--- src/rtl/pipeline_latealu_pkg.sv ---
// Shared definitions for the ALU and LateALU stages: op codes, exception codes
// and the multiply/divide sequencer state encoding.
package pipeline_defs;

   localparam logic [5:0] LATEALU_OP_SLL   = 6'd1;
   localparam logic [5:0] LATEALU_OP_SRL   = 6'd2;
   localparam logic [5:0] LATEALU_OP_SRA   = 6'd3;
   localparam logic [5:0] LATEALU_OP_MULT  = 6'd4;
   localparam logic [5:0] LATEALU_OP_MULTU = 6'd5;
   localparam logic [5:0] LATEALU_OP_DIV   = 6'd6;
   localparam logic [5:0] LATEALU_OP_DIVU  = 6'd7;
   localparam logic [5:0] LATEALU_OP_MFHI  = 6'd8;
   localparam logic [5:0] LATEALU_OP_MFLO  = 6'd9;
   localparam logic [5:0] LATEALU_OP_MTHI  = 6'd10;
   localparam logic [5:0] LATEALU_OP_MTLO  = 6'd11;

   localparam logic [2:0] EXC_NONE     = 3'b000;
   localparam logic [2:0] EXC_BAD_OP   = 3'b001;
   localparam logic [2:0] EXC_OVERFLOW = 3'b010;
   localparam logic [2:0] EXC_SYSCALL  = 3'b011;

   typedef enum logic [1:0] {
      MD_IDLE = 2'd0,
      MD_MUL  = 2'd1,
      MD_DIV  = 2'd2
   } md_state_t;

endpackage

--- src/rtl/latealu_muldiv.sv ---
// Iterative one-bit-per-cycle multiply (shift-add) and restoring divide on
// operand magnitudes, with sign fixup applied to the final iteration result.
module latealu_muldiv
   import pipeline_defs::*;
#(
   parameter int MULDIV_CYCLES = 32
) (
   input  logic        clk,
   input  logic        rst,
   input  logic        start,
   input  logic [5:0]  op,
   input  logic [31:0] a,
   input  logic [31:0] b,
   output logic        busy,
   output logic        done,
   output logic [31:0] hi,
   output logic [31:0] lo
);

   localparam int CNT_W = $clog2(MULDIV_CYCLES);

   md_state_t          state, state_nx;
   logic [CNT_W-1:0]   cnt, cnt_nx;
   logic [63:0]        acc, acc_nx;
   logic [31:0]        opnd, a_raw;
   logic               neg_q, neg_r, dz;
   logic               signed_op, is_div;
   logic [32:0]        mul_sum, div_sh, div_rem;
   logic               div_ge;
   logic [63:0]        prod;

   function automatic logic [31:0] mag32(input logic [31:0] x, input logic sgn);
      return (sgn && x[31]) ? -x : x;
   endfunction

   function automatic logic [31:0] fix32(input logic [31:0] x, input logic neg);
      return neg ? -x : x;
   endfunction

   function automatic logic [63:0] fix64(input logic [63:0] x, input logic neg);
      return neg ? -x : x;
   endfunction

   assign signed_op = (op == LATEALU_OP_MULT) || (op == LATEALU_OP_DIV);
   assign is_div    = (op == LATEALU_OP_DIV)  || (op == LATEALU_OP_DIVU);
   assign busy      = (state != MD_IDLE);
   assign done      = busy && (cnt == '0);

   always_comb begin
      state_nx = state;
      cnt_nx   = cnt;
      case (state)
         MD_IDLE: begin
            if (start) begin
               state_nx = is_div ? MD_DIV : MD_MUL;
               cnt_nx   = CNT_W'(MULDIV_CYCLES - 1);
            end
         end
         MD_MUL, MD_DIV: begin
            if (cnt == '0) state_nx = MD_IDLE;
            else           cnt_nx   = cnt - 1'b1;
         end
         default: state_nx = MD_IDLE;
      endcase
   end

   always_ff @(posedge clk or negedge rst) begin
      if (!rst) begin
         state <= MD_IDLE;
         cnt   <= '0;
      end else begin
         state <= state_nx;
         cnt   <= cnt_nx;
      end
   end

   // iteration step: acc holds {partial, multiplier} or {remainder, dividend/quotient}
   always_comb begin
      mul_sum = {1'b0, acc[63:32]} + (acc[0] ? {1'b0, opnd} : 33'd0);
      div_sh  = {acc[63:32], acc[31]};
      div_ge  = (div_sh >= {1'b0, opnd});
      div_rem = div_ge ? (div_sh - {1'b0, opnd}) : div_sh;
      acc_nx  = (state == MD_DIV) ? {div_rem[31:0], acc[30:0], div_ge}
                                  : {mul_sum, acc[31:1]};
   end

   always_ff @(posedge clk) begin
      if (start && !busy) begin
         a_raw <= a;
         if (is_div) begin
            acc   <= {32'd0, mag32(a, signed_op)};
            opnd  <= mag32(b, signed_op);
            neg_q <= signed_op && (a[31] ^ b[31]);
            neg_r <= signed_op && a[31];
            dz    <= (b == 32'd0);
         end else begin
            acc   <= {32'd0, mag32(b, signed_op)};
            opnd  <= mag32(a, signed_op);
            neg_q <= signed_op && (a[31] ^ b[31]);
            neg_r <= 1'b0;
            dz    <= 1'b0;
         end
      end else if (busy) begin
         acc <= acc_nx;
      end
   end

   // results are valid only alongside done; divide by zero reports the raw dividend
   always_comb begin
      prod = fix64(acc_nx, neg_q);
      if (state == MD_DIV) begin
         if (dz) begin
            hi = a_raw;
            lo = 32'hFFFF_FFFF;
         end else begin
            hi = fix32(acc_nx[63:32], neg_r);
            lo = fix32(acc_nx[31:0], neg_q);
         end
      end else begin
         hi = prod[63:32];
         lo = prod[31:0];
      end
   end

endmodule

--- src/rtl/pipeline_latealu.sv ---
// LateALU stage: single-cycle shifts, HI/LO moves and pass-through of the ALU
// result, with multi-cycle multiply/divide stalling the upstream stage.
module pipeline_latealu
   import pipeline_defs::*;
#(
   parameter int MULDIV_CYCLES = 32
) (
   input  logic        clk,
   input  logic        rst,
   input  logic        latealu_enable,
   input  logic [5:0]  latealu_op,
   input  logic [31:0] latealu_a0,
   input  logic [31:0] latealu_a1,
   input  logic [4:0]  rd_index_in,
   input  logic [31:0] rd_value_in,
   input  logic [2:0]  exception_in,
   output logic [4:0]  rd_index,
   output logic [31:0] rd_value,
   output logic [2:0]  exception,
   output logic        stall,
   output logic [31:0] hi_out,
   output logic [31:0] lo_out
);

   logic [31:0] hi_r, lo_r, md_hi, md_lo;
   logic        md_busy, md_done, md_start, op_ok;
   logic [4:0]  shamt;

   function automatic logic [31:0] sra32(input logic [31:0] x, input logic [4:0] s);
      logic signed [31:0] xs;
      xs = x;
      return xs >>> s;
   endfunction

   assign stall    = md_busy;
   assign shamt    = latealu_a1[4:0];
   assign op_ok    = !md_busy && latealu_enable && (exception_in == EXC_NONE);
   assign md_start = op_ok && (latealu_op >= LATEALU_OP_MULT) && (latealu_op <= LATEALU_OP_DIVU);
   assign hi_out   = hi_r;
   assign lo_out   = lo_r;

   latealu_muldiv #(.MULDIV_CYCLES(MULDIV_CYCLES)) u_muldiv (
      .clk   (clk),
      .rst   (rst),
      .start (md_start),
      .op    (latealu_op),
      .a     (latealu_a0),
      .b     (latealu_a1),
      .busy  (md_busy),
      .done  (md_done),
      .hi    (md_hi),
      .lo    (md_lo)
   );

   // output register: bubble while stalled, otherwise one-cycle result
   always_ff @(posedge clk or negedge rst) begin
      if (!rst) begin
         rd_index  <= '0;
         rd_value  <= '0;
         exception <= EXC_NONE;
      end else if (md_busy) begin
         rd_index  <= '0;
         rd_value  <= '0;
         exception <= EXC_NONE;
      end else if (!latealu_enable) begin
         rd_index  <= rd_index_in;
         rd_value  <= rd_value_in;
         exception <= exception_in;
      end else if (exception_in != EXC_NONE) begin
         rd_index  <= '0;
         rd_value  <= '0;
         exception <= exception_in;
      end else begin
         rd_index  <= '0;
         rd_value  <= '0;
         exception <= EXC_NONE;
         case (latealu_op)
            LATEALU_OP_SLL: begin
               rd_index <= rd_index_in;
               rd_value <= latealu_a0 << shamt;
            end
            LATEALU_OP_SRL: begin
               rd_index <= rd_index_in;
               rd_value <= latealu_a0 >> shamt;
            end
            LATEALU_OP_SRA: begin
               rd_index <= rd_index_in;
               rd_value <= sra32(latealu_a0, shamt);
            end
            LATEALU_OP_MFHI: begin
               rd_index <= rd_index_in;
               rd_value <= hi_r;
            end
            LATEALU_OP_MFLO: begin
               rd_index <= rd_index_in;
               rd_value <= lo_r;
            end
            LATEALU_OP_MULT, LATEALU_OP_MULTU, LATEALU_OP_DIV, LATEALU_OP_DIVU,
            LATEALU_OP_MTHI, LATEALU_OP_MTLO: ;
            default: exception <= EXC_BAD_OP;
         endcase
      end
   end

   always_ff @(posedge clk or negedge rst) begin
      if (!rst) begin
         hi_r <= '0;
         lo_r <= '0;
      end else if (md_done) begin
         hi_r <= md_hi;
         lo_r <= md_lo;
      end else if (op_ok && latealu_op == LATEALU_OP_MTHI) begin
         hi_r <= latealu_a0;
      end else if (op_ok && latealu_op == LATEALU_OP_MTLO) begin
         lo_r <= latealu_a0;
      end
   end

endmodule

--- config.mk ---
export PLATFORM = sky130hd
export DESIGN_NAME = pipeline_latealu
export DESIGN_NICKNAME = d
export VERILOG_FILES = /design/src/rtl/pipeline_latealu_pkg.sv /design/src/rtl/latealu_muldiv.sv /design/src/rtl/pipeline_latealu.sv
export SDC_FILE = /design/constraint.sdc
export NUM_CORES = 1
export LEC_CHECK = 0
export ABC_AREA = 0
export ABC_CLOCK_PERIOD_IN_PS = 6650
export BUFFER_PORTS_ARGS = -buffer_cell sky130_fd_sc_hd__buf_2
export CAP_MARGIN = 20
export CORE_UTILIZATION = 40
export CTS_BUF_LIST = sky130_fd_sc_hd__clkbuf_2
export DETAILED_ROUTE_END_ITERATION = 12
export SLEW_MARGIN = 15
export SYNTH_ARGS = -nofsm -noshare
export SYNTH_HDL_FRONTEND = slang
export SYNTH_HIERARCHICAL = 1
export SYNTH_SLANG_ARGS = --single-unit
--- constraint.sdc ---
create_clock -name clk -period 6.65 [get_ports clk]
set_clock_uncertainty 0.05 [all_clocks]
set_input_delay 1.33 -clock clk [delete_from_list [all_inputs] [get_ports clk]]
set_output_delay 1.33 -clock clk [all_outputs]
set_load 0.02 [all_outputs]
==> results_dict.tcl <==
set metrics [dict create \
    ys_ff_latch 242 \
    relSlewSlack_pct 12.0 \
    setup_viol 0 \
    syn-num-nets 3159 \
    post-dp-hpwl_um 91300 \
    syn_area_mm2 0.0247 \
    synth-async-reset-ratio_pct 45.9 \
    synthFlopType "edfxtp_1" \
    grt_pass1_wl_um 174000 \
    cts_max_path_buffers 3 \
    area_growth_pct 9.57 \
    final_hold_viol_count 0 \
    post-place-ws_ns 0.797 \
    cts_root_buf "clkbuf_2" \
    cellLeakagePower_uw 0.0107 \
    ant_nets 0 \
    hold_buffers 0 \
    status "completed" \
    drive_gt1_share_pct 17.5 \
    hold_path.class "primary input to async pin" \
    grt_max_degree 138 \
    fin_setup_tns_ns 0 \
    wl_per_cell_um 30.6 \
    grt_setup_unrepaired "no" \
    antenna_found_initial 15 \
    die-area_mm2 0.0627 \
    crit_type "flip-flop to flip-flop" \
    fmax_mhz 165 \
    clk_latency_ns 1.08 \
    startpoint_type "flip-flop" \
    grt_pass1_vias 24967 \
    cts_made_buffers 74 \
    first_pass_iters 8 \
    routed_wl_um 121000 \
    final_common_cell "nand2_1" \
    cp_max_fo 11 \
    synth_edf_count 131 \
    yosysWarnings 6 \
    critPathMaxStageDelay_ns 0.57 \
    drtIter0Drc 2952 \
    cts-resized-gates 0 \
    tightest_slew_ns 1.32 \
    worst_slack_ns 0.596 \
    required_ns 7.51 \
    ir_drop_mv 0.0906 \
    die_w_um 250 \
    timing.final.crit_share_pct 91.0 \
    routabilityCongestion 1.01 \
    port_buffers 217 \
    drcViolationCount 0 \
    cts_max_level 3 \
    clock_sinks 242 \
    yosysSeqAreaShare_pct 27.2 \
    fin_crit_ns 6.05 \
    cts_setup_buffers 0 \
    worstPathArrival_ns 6.91 \
    overflow 0 \
    p_per_area_mw_per_mm2 179 \
    num_io_pins 218 \
    via_count 26179 \
    crit_slowest_cell "o21a_1" \
    synth.distinct_cells 111 \
    cts_tree "done" \
    fp.dieH_um 250 \
    initial_core_util_pct 40.7 \
    final-max-slew-violation-count 0 \
    synthCells 2972 \
    clk_pin_slew_ns 0.11 \
    cp-end-kind "flip-flop" \
    rows 90 \
    coreArea_mm2 0.0607 \
    layout_common_cells "nand2_1, a21oi_1, mux2i_1" \
    layout.nets 3303 \
    crit_path_cell_trace "ha_1, a21o_1, a211oi_1, o31a_1, o21a_1, nand2_2, a221o_1, inv_1, ha_1, nand2_1, nor2_1, o21ai_0, o311a_1, nor3_1, buf_4, nand3_1, buf_4, or4_1, o21ai_1, xnor2_1, o221ai_1, nand2_1, o21ai_0" \
    via_per_inst 6.61 \
    max_cap_violations 0 \
    syn_avg_cell_area_um2 8.31 \
    grt.total_usage_pct 37.7 \
]
==> worst max-delay path: cells and delay by family, from the launching register on <==
kind | cells | cell delay (ns)
compound gates | 10 | 2.70
simple gates | 7 | 1.30
fa+ha+maj | 2 | 0.68
buf+inv | 3 | 0.52
flops | 1 | 0.48
xor+xnor | 1 | 0.15
==> metal layers <==
layer  vias to the layer above  share of wire [%]  GRT usage, %  routed length, um
li1                      11394                  -             -                  -
met1                     12848                 39          47.2              47000
met5                         -              0.032             0                 39
met3                       372                9.3          8.14              11200
met4                         6                6.2          20.8               7480
met2                      1559                 46          60.4              55300
==> power breakdown <==
part           switching, uW  internal (uW)  total [uW]
sequential              71.7           1680        1750
clock                    774            557        1330
combinational           1170            584        1750
==> cell usage after synthesis, types with 27 or more instances <==
cell type | n | area [um^2]
xor2_1 | 72 | 631
edfxtp_1 | 131 | 3930
o21ai_0 | 208 | 1040
o31ai_1 | 37 | 278
dfrtp_1 | 111 | 2780
nor3_1 | 64 | 320
o211ai_1 | 31 | 233
a21o_1 | 28 | 210
a31oi_1 | 31 | 194
a211oi_1 | 29 | 218
a221oi_1 | 38 | 333
nor2b_1 | 27 | 169
buf_2 | 53 | 265
mux2_2 | 43 | 484
a22oi_1 | 32 | 240
inv_1 | 88 | 330
xnor2_1 | 106 | 928
mux4_2 | 35 | 788
o22ai_1 | 32 | 200
clkbuf_1 | 130 | 488
nor2_1 | 191 | 717
nand2_1 | 381 | 1430
and2_1 | 63 | 394
a21oi_1 | 224 | 1120
nand3_1 | 60 | 300
ha_1 | 72 | 901
mux2i_1 | 219 | 2190
==> cell type report <==
type                            count  area [um^2]
Fill cell                        6199        33600
Multi-Input combinational cell   2413        16600
Sequential cell                   242         6710
Timing Repair Buffer              294         1700
Tap cell                          782          978
Clock buffer                      109          546
Inverter                           91          343
Clock inverter                     22          173
Antenna cell                        7         17.5
==> flip-flops by register name, summed over array words and instances, names as in the netlist <==
register        flops
u_muldiv/acc       64
hi_out             32
lo_out             32
rd_value           32
u_muldiv/a_raw     32
u_muldiv/opnd      32
rd_index            5
u_muldiv/cnt        5
exception           3
u_muldiv/state      2
u_muldiv/dz         1
u_muldiv/neg_q      1
u_muldiv/neg_r      1
==> through the flow <==
stage / std cells / hold WS, ns / area, um^2 / total power (uW) / utilization, %
after floorplan: 2972 / 0.416 / 24700 / 2840 / -
after global placement: 3821 / 0.442 / 26300 / 3480 / 43.3
after detailed placement: 3821 / 0.456 / 26300 / 3480 / 43.3
after CTS: 3952 / 0.254 / 27000 / 4820 / 44.5
after global routing: 3957 / 0.295 / 27000 / 5030 / 44.6
final: 3960 / 0.325 / 27100 / 4840 / 44.6
==> worst paths after layout <==
path | endpoint | startpoint | slack (ns) | cells after the start
setup / recovery | hi_out[26] | u_muldiv/acc[61] | 0.60 | 23
max in group asynchronous | hi_out[21] | rst | 4.95 | 2
setup reg to reg | hi_out[26] | u_muldiv/acc[61] | 0.60 | 23
hold / removal | hi_out[0] | rst | 0.33 | 1
min in group clk | rd_index[2] | rd_index_in[2] | 0.43 | 2
hold reg to reg | u_muldiv/state[0] | u_muldiv/state[0] | 0.48 | 1
==> cell families (layout without fill, tap and decap cells) <==
kind of cell | count (synthesis) | count (layout) | synth area share, %
and+or+nand+nor | 981 | 981 | 19.2
AOI/OAI and AO/OA | 881 | 881 | 23.5
buffers and inverters | 317 | 516 | 5.84
muxes | 299 | 299 | 14.1
DFF | 242 | 242 | 27.2
xor gates and xnor gates | 178 | 178 | 6.31
adders and majority gates | 74 | 74 | 3.81
other | 0 | 7 | 0
Power figures use the tool's default switching activity.
